### src/rtl/aib_rst_seq_pkg.sv
// Shared types and defaults for the AIB adapter reset sequencer.
package aib_rst_seq_pkg;

    typedef enum logic [1:0] {
        IDLE,
        DELAY,
        GATE,
        DONE
    } seq_state_e;

    localparam int NUM_STG_DEF = 4;
    localparam int DLY_CYC_DEF = 16;
    localparam int TO_CYC_DEF  = 1024;

    // Bits needed to hold 0..n-1, never less than one bit.
    function automatic int cnt_w(input int n);
        return (n > 1) ? $clog2(n) : 1;
    endfunction

endpackage

### src/rtl/aib_rst_dly_cnt.sv
// Saturating terminal-count counter: counts 0..TC-1 while enabled, flags TC-1.
module aib_rst_dly_cnt
    import aib_rst_seq_pkg::*;
#(
    parameter int   TC = DLY_CYC_DEF,
    localparam int  W  = cnt_w(TC)
) (
    input  logic i_clk,
    input  logic i_rst,
    input  logic i_clr,
    input  logic i_en,
    output logic o_tc
);

    localparam logic [W-1:0] TC_M1 = W'(TC - 1);

    logic [W-1:0] cnt;

    always_ff @(posedge i_clk) begin
        if (i_rst || i_clr) begin
            cnt <= '0;
        end else if (i_en && (cnt != TC_M1)) begin
            cnt <= cnt + 1'b1;
        end
    end

    assign o_tc = (cnt == TC_M1);

endmodule

### src/rtl/aib_rst_seq_chain.sv
// In-order release of NUM_STG active-low resets with per-stage delay, readiness gate
// and rollback. Define AIB_RST_SEQ_TIMEOUT_EN to build the sticky GATE-wait timeout.
//
// state | meaning
// IDLE  | all stage resets asserted, waiting for i_start
// DELAY | counting DLY_CYC cycles for stage o_stg
// GATE  | waiting for i_stg_rdy[o_stg] to release stage o_stg
// DONE  | all stages released
module aib_rst_seq_chain
    import aib_rst_seq_pkg::*;
#(
    parameter int  NUM_STG = NUM_STG_DEF,
    parameter int  DLY_CYC = DLY_CYC_DEF,
    parameter int  TO_CYC  = TO_CYC_DEF,
    localparam int STG_W   = cnt_w(NUM_STG)
) (
    input  logic               i_clk,
    input  logic               i_rst,
    input  logic               i_start,
    input  logic [NUM_STG-1:0] i_stg_rdy,
    output logic [NUM_STG-1:0] o_rst_n,
    output logic               o_busy,
    output logic               o_done,
    output logic [STG_W-1:0]   o_stg,
    output logic               o_timeout
);

    seq_state_e         state;
    logic               dly_tc;
    logic               to_hit;
    logic               rb_hit;
    int                 rb_idx;
    logic [NUM_STG-1:0] keep_mask;

    // Lowest released stage that lost readiness; stages below it stay released.
    always_comb begin
        rb_hit    = 1'b0;
        rb_idx    = 0;
        keep_mask = '0;
        for (int k = NUM_STG - 1; k >= 0; k--) begin
            if (o_rst_n[k] && !i_stg_rdy[k]) begin
                rb_hit = 1'b1;
                rb_idx = k;
            end
        end
        for (int k = 0; k < NUM_STG; k++) begin
            keep_mask[k] = (k < rb_idx);
        end
    end

    aib_rst_dly_cnt #(.TC(DLY_CYC)) u_dly_cnt (
        .i_clk (i_clk),
        .i_rst (i_rst),
        .i_clr ((state != DELAY) || rb_hit || !i_start),
        .i_en  (state == DELAY),
        .o_tc  (dly_tc)
    );

`ifdef AIB_RST_SEQ_TIMEOUT_EN
    logic to_tc;

    aib_rst_dly_cnt #(.TC(TO_CYC)) u_to_cnt (
        .i_clk (i_clk),
        .i_rst (i_rst),
        .i_clr ((state != GATE) || rb_hit || !i_start),
        .i_en  (state == GATE),
        .o_tc  (to_tc)
    );

    assign to_hit = to_tc && (state == GATE);
`else
    assign to_hit = 1'b0;
`endif

    always_ff @(posedge i_clk) begin
        if (i_rst || !i_start) begin
            state     <= IDLE;
            o_rst_n   <= '0;
            o_busy    <= 1'b0;
            o_done    <= 1'b0;
            o_stg     <= '0;
            o_timeout <= 1'b0;
        end else if (rb_hit) begin
            state   <= DELAY;
            o_rst_n <= o_rst_n & keep_mask;
            o_stg   <= STG_W'(rb_idx);
            o_busy  <= 1'b1;
            o_done  <= 1'b0;
        end else begin
            case (state)
                IDLE: begin
                    state  <= DELAY;
                    o_stg  <= '0;
                    o_busy <= 1'b1;
                end
                DELAY: begin
                    if (dly_tc) begin
                        state <= GATE;
                    end
                end
                GATE: begin
                    if (to_hit) begin
                        o_timeout <= 1'b1;
                    end
                    if (i_stg_rdy[o_stg]) begin
                        o_rst_n[o_stg] <= 1'b1;
                        if (o_stg == STG_W'(NUM_STG - 1)) begin
                            state  <= DONE;
                            o_busy <= 1'b0;
                            o_done <= 1'b1;
                        end else begin
                            state <= DELAY;
                            o_stg <= o_stg + 1'b1;
                        end
                    end
                end
                DONE: begin
                    state <= DONE;
                end
                default: begin
                    state <= IDLE;
                end
            endcase
        end
    end

endmodule

### config.mk
export PLATFORM = sky130hd
export DESIGN_NAME = aib_rst_seq_chain
export DESIGN_NICKNAME = d
export VERILOG_FILES = /design/src/rtl/aib_rst_seq_pkg.sv /design/src/rtl/aib_rst_dly_cnt.sv /design/src/rtl/aib_rst_seq_chain.sv
export SDC_FILE = /design/constraint.sdc
export NUM_CORES = 1
export LEC_CHECK = 0
export ABC_AREA = 0
export BUFFER_PORTS_ARGS = -buffer_cell sky130_fd_sc_hd__buf_2
export CORE_MARGIN = 10
export CORE_UTILIZATION = 53
export CTS_CLUSTER_SIZE = 24
export DETAILED_ROUTE_END_ITERATION = 16
export GPL_TIMING_DRIVEN = 1
export PLACE_DENSITY = 0.77
export SLEW_MARGIN = 0
export SYNTH_ARGS = -nofsm -noshare
export SYNTH_HDL_FRONTEND = slang
export SYNTH_HIERARCHICAL = 1
export SYNTH_SLANG_ARGS = --single-unit
### constraint.sdc
create_clock -name i_clk -period 2 [get_ports i_clk]
set_clock_uncertainty 0.15 [all_clocks]
set_input_delay 0.1 -clock i_clk [delete_from_list [all_inputs] [get_ports i_clk]]
set_output_delay 0.1 -clock i_clk [all_outputs]
set_load 0.02 [all_outputs]
==> qor.txt, run 1 <==
first-pass GRT wire length = 3450 um
Pwr per Cell Area = 521 nW/um^2
reg2reg end = u_dly_cnt/cnt[3]
Worst EP required = 2.03 ns
Ant. Diodes = 0
area leader, netlist = dfxtp_1
startpoint types = primary input
post-route antenna net violation count = 0
hold crit path type = in2reg
row count = 14
Filler cells = 122
Clock Tree Buf Depth = 2
Final TNS setup = 0 ns
Data arrival, critical path = 1.93 ns
fin nets = 131
multiplexer area fraction after synthesis = 6.40%
root buf cell = clkbuf_4
RSZ-0062 raised after global routing = no
Netlist cell types = 42
drt pass-1 iters = 4
gpl congestion = 0.880
main combinational cell family by area after synthesis = simple AND/OR/NAND/NOR gates
CORE AREA = 1520 um^2
Post-DP HPWL = 1610 um
Post-Synth Adder-Cell Area = 7.28%
GRT overflow = 0
CTS sink cnt = 14
CP top delay family = simple AND/OR/NAND/NOR gates
top-count cell post-synth = dfxtp_1
CTS clock-pin slew for the worst setup and hold paths = 0.10 ns
postcts setup bufs = 0
maximum level of the CTS H-tree = 1
Post-Synthesis Cells = 94
final core area utilization = 68.3%
Post-Synth XOR/XNOR Area = 0%
drt drc = 0
Avg WL per Cell = 16.0 um
io pins = 16
critical path depth in cells = 8
register area share after synthesis = 32.6%
YS warnings = 6
area of the die = 3630 um^2
die height = 60.3 um
Reg2Reg Depth = 6
vias = 827
top post-synthesis cells by area = dfxtp_1 33%, ha_1 7.3%, a21oi_1 4.1%, nor2b_1 3.6%, nor2_1 3.1%
Main synth FF type = dfxtp_1
final hold violations = 0
simple-gate area share of the yosys netlist = 30.4%
min cycle time layout = 1.90 ns
fmax = 526 MHz
Buffers & Inverters on Critical Path = 2
Port Buffer Count = 14
Pleak = 0.436 nW
Hold Crit Depth = 4
number of synthesized flops with an enable pin = 0
peak supply drop = 0.000519 V
DIE WIDTH = 60.3 um
Worst-Skew Late Latency = 0.28 ns
Mapped Avg Cell Area = 9.14 um^2
top-area cell type share of the netlist area = 32.6%
gr usage total = 12.0%
Vias per Instance = 6.17
DRT Wirelength = 2150 um
CTS Hold Bufs = 4
#FFs+latches synth = 14
Synth Cell Area = 860 um^2
cts bufs inserted = 3
CTS tree = yes
FF-to-FF setup slack = 0.16 ns
initial DRC count = 30
share of cells above drive strength 1 = 29.7%
largest net degree at the start of global routing = 9
Syn Nets = 106
total of max-cap violations = 0
critical path endpoint category = register
Area Overhead vs Synth = 21.1%
Seq. cell area = 280 um^2
crit-path max cell delay = 0.53 ns
Cell Chain, Critical Path = dlygate4sd3_1 > buf_2 > nor2b_1 > nor4_2 > nand3_1 > nor2_1 > o211ai_2 > o41ai_2
end point of the critical path = u_dly_cnt/cnt[3]
highest-delay cell along the critical path = dlygate4sd3_1
status = completed
crit path from = i_stg_rdy[2]
pins over their slew limit = 0
period utilization = 95.0%
final setup fails = 0
antenna violations before repair = 0
hold slack = 0.114 ns
Resized cells post-CTS = 0
ys async rst share = 0%
Crit Reg-Reg Startpoint = o_rst_n[2]
Synth top cells by count = 14 x dfxtp_1, 7 x a21oi_1, 7 x nor2_1
compound-gate portion of the synthesized area = 19.4%
critical path fanouts, max = 6
vias in the first global route = 775
CP Class = in2reg
Multi-input gate area = 549 um^2
Initial Utilization = 56.4%
state kept, by name, summed over array words and instances, names as in the netlist:
name	flops
o_stg	2
o_done	1
o_busy	1
u_dly_cnt/cnt	4
state	2
o_rst_n	4
worst reg2reg max path: cells and delay by family (launching register included):
kind	cells	cell delay [ns]
and+or+nand+nor	4	1.04
DFF	1	0.35
AOI/OAI and AO/OA	2	0.21
worst min path at each step:
| stage | startpoint | to | slack, ns |
|---|---|---|---|
| final | i_stg_rdy[1] | o_stg[0] | 0.11 |
| after CTS | i_stg_rdy[1] | o_stg[0] | 0.10 |
| after global routing | i_stg_rdy[1] | o_stg[0] | 0.12 |
| after detailed placement | i_rst | u_dly_cnt/cnt[3] | 0.19 |
| after floorplan | i_rst | u_dly_cnt/cnt[3] | 0.05 |
| after global placement | i_rst | u_dly_cnt/cnt[3] | 0.18 |
through the flow:
step / std cells / worst slack [ns] / instance area (um^2) / total power, mW
finish: 134 / 0.100 / 1040 / 0.542
global placement: 126 / 0.248 / 965 / 0.331
CTS: 134 / 0.154 / 1040 / 0.547
detailed placement: 126 / 0.206 / 965 / 0.331
global route: 134 / 0.0162 / 1040 / 0.565
floorplan: 94 / 0.218 / 860 / 0.315
cells by family after synthesis:
family,Yosys count
flip-flops,14
AO/OA/AOI/OAI,23
AND/OR/NAND/NOR,40
buffers and inverters,7
multiplexers,4
other,1
adder cells (fa/ha/maj),5
layer usage:
layer	vias up	wire [um]	track usage (%)
met2	33	979	18.5
met5	-	0	0
met4	0	20	3.53
met3	4	164	2.97
li1	396	-	-
met1	394	981	15.7
report_power, final:
group	internal, mW	switching [mW]
Combinational	0.0228	0.0252
Sequential	0.281	0.00269
Clock	0.111	0.100
Total	0.414	0.128
cell type report:
cell class / instances / area share (%)
Multi-Input combinational cell: 73 / 52.8
Sequential cell: 14 / 26.9
Timing Repair Buffer: 21 / 12.7
Clock buffer: 4 / 3.49
Inverter: 6 / 2.16
Tap cell: 16 / 1.92
placed cells by master (no fill, tap or decap), types with 2 or more instances in the layout:
cell,count
a211oi_1,3
clkbuf_4,3
nor2b_1,5
ha_1,5
dfxtp_1,14
or3_4,2
inv_1,5
nand3_1,2
a21oi_1,7
nand4b_1,3
buf_4,3
nand2_1,5
buf_2,14
nor4_1,2
o21ai_1,2
nor2_1,7
o21ai_0,2
mux2_2,2
nor3_1,2
dlygate4sd3_1,4
No activity file was read; power rests on OpenSTA's default activity.
==> run 2, diff against run 1 <==
- BUFFER_PORTS_ARGS: -buffer_cell sky130_fd_sc_hd__buf_2 -> -buffer_cell sky130_fd_sc_hd__buf_4
- SETUP_SLACK_MARGIN: not set -> 0.4
==> qor.txt, run 2 (same netlist as run 1, synthesis figures left out) <==
min cycle time layout = 1.61 ns
Ant. Diodes = 0
pins over their slew limit = 0
final hold violations = 0
critical path fanouts, max = 4
Seq. cell area = 293 um^2
Post-DP HPWL = 1670 um
Worst-Skew Late Latency = 0.28 ns
CTS tree = yes
period utilization = 80.5%
cts bufs inserted = 3
RSZ-0062 raised after global routing = yes
maximum level of the CTS H-tree = 1
Data arrival, critical path = 1.63 ns
fin worst setup slack = 0.390 ns
first-pass GRT wire length = 3940 um
Buffers & Inverters on Critical Path = 0
drt drc = 0
CP Class = reg2reg
CORE AREA = 1520 um^2
final setup fails = 0
row count = 14
fmax = 621 MHz
commonest non-fill, non-tap cells in the layout = 21 x buf_4, 8 x dfxtp_1, 6 x a21oi_1
Port Buffer Count = 14
final core area utilization = 78.2%
post-place setup slack = 0.250 ns
Regs by FF count = o_rst_n x4, u_dly_cnt/cnt x4
io pins = 16
commonest non-fill, non-tap cell in the layout = buf_4
FF-to-FF setup slack = 0.39 ns
peak supply drop = 0.000363 V
Multi-input gate area = 633 um^2
Area Overhead vs Synth = 38.7%
critical path endpoint category = register
drt pass-1 iters = 4
hold crit path type = in2reg
Initial Utilization = 56.4%
critical path depth in cells = 4
Pleak = 0.467 nW
largest net degree at the start of global routing = 9
Filler cells = 99
antenna violations before repair = 0
CTS clock-pin slew for the worst setup and hold paths = 0.09 ns
fin nets = 134
P_int = 0.419 mW
GRT overflow = 0
Pwr per Cell Area = 459 nW/um^2
crit path from = o_rst_n[0]
Crit Reg-Reg Startpoint = o_rst_n[0]
gpl congestion = 0.957
Worst EP required = 2.02 ns
Seq pwr share = 51.5%
Cell Chain, Critical Path = nor2b_4 > or4_4 > a211oi_2 > nor2_1
Reg2Reg Depth = 4
sw frac = 23.5%
CP top delay family = simple AND/OR/NAND/NOR gates
startpoint types = register
Clock Tree Buf Depth = 2
initial DRC count = 36
post-route antenna net violation count = 0
hold slack = 0.00581 ns
Comb pwr share = 11.1%
Avg WL per Cell = 17.9 um
share of cells above drive strength 1 = 49.6%
root buf cell = clkbuf_4
highest-delay cell along the critical path = or4_4
vias = 859
DRT Wirelength = 2450 um
reg2reg end = o_busy
vias in the first global route = 851
Clk pwr share = 37.4%
CTS sink cnt = 14
gr usage total = 13.8%
status = completed
crit-path max cell delay = 0.60 ns
Final TNS setup = 0 ns
die height = 60.3 um
Vias per Instance = 6.27
end point of the critical path = o_busy
Sw Pwr = 0.128 mW
total of max-cap violations = 0
area of the die = 3630 um^2
DIE WIDTH = 60.3 um
## run 2: worst register-to-register path, delay by kind of cell (launching register included)
kind	cells	cell delay, ns
and+or+nand+nor	3	0.81
DFF	1	0.34
AOI/OAI and AO/OA	1	0.20
## run 2: how the worst min path moves through the flow
stage	from	endpoint	slack, ns	cells past startpoint
global placement	i_rst	u_dly_cnt/cnt[3]	0.16	2
floorplan	i_rst	u_dly_cnt/cnt[3]	0.05	1
finish	i_start	u_dly_cnt/cnt[3]	0.006	3
CTS	i_start	u_dly_cnt/cnt[3]	0.005	3
detailed placement	i_rst	u_dly_cnt/cnt[3]	0.17	2
global route	i_start	u_dly_cnt/cnt[3]	0.02	3
## run 2: routing by layer
metal	part of all wire, %	vias to the layer above	global-route usage (%)
li1	-	405	-
met1	42	427	15.5
met3	4.7	6	2.97
met2	52	21	23.8
met4	1.6	0	6.41
met5	0	-	0
## run 2: per-stage QoR
stage | power, mW | area, um^2 | instances
global route | 0.572 | 1190 | 137
finish | 0.547 | 1190 | 137
detailed placement | 0.336 | 1020 | 124
CTS | 0.547 | 1140 | 134
global placement | 0.336 | 1020 | 124
floorplan | 0.314 | 893 | 94
## run 2: timing repair
item                       CTS  global route
gates resized for setup      8             9
hold buffers                 3             0
hold endpoints to repair     5             0
pin swaps                    2            10
setup endpoints to repair   12            13
setup buffers                3             3
## run 2: power groups by stage
stage | clock network [mW] | registers [mW] | logic (mW)
global placement | 0 | 0.289 | 0.0465
detailed placement | 0 | 0.289 | 0.0470
CTS | 0.208 | 0.283 | 0.0568
finish | 0.205 | 0.281 | 0.0607
global route | 0.225 | 0.282 | 0.0651
floorplan | 0 | 0.290 | 0.0245
## run 2: cell type report
type                       count  share of cell area (%)
multi-input combinational     73                    53.1
sequential                    14                    24.6
timing repair buffer          24                    15.7
clock buffer                   4                    3.04
inverter                       6                    1.89
tap                           16                    1.68
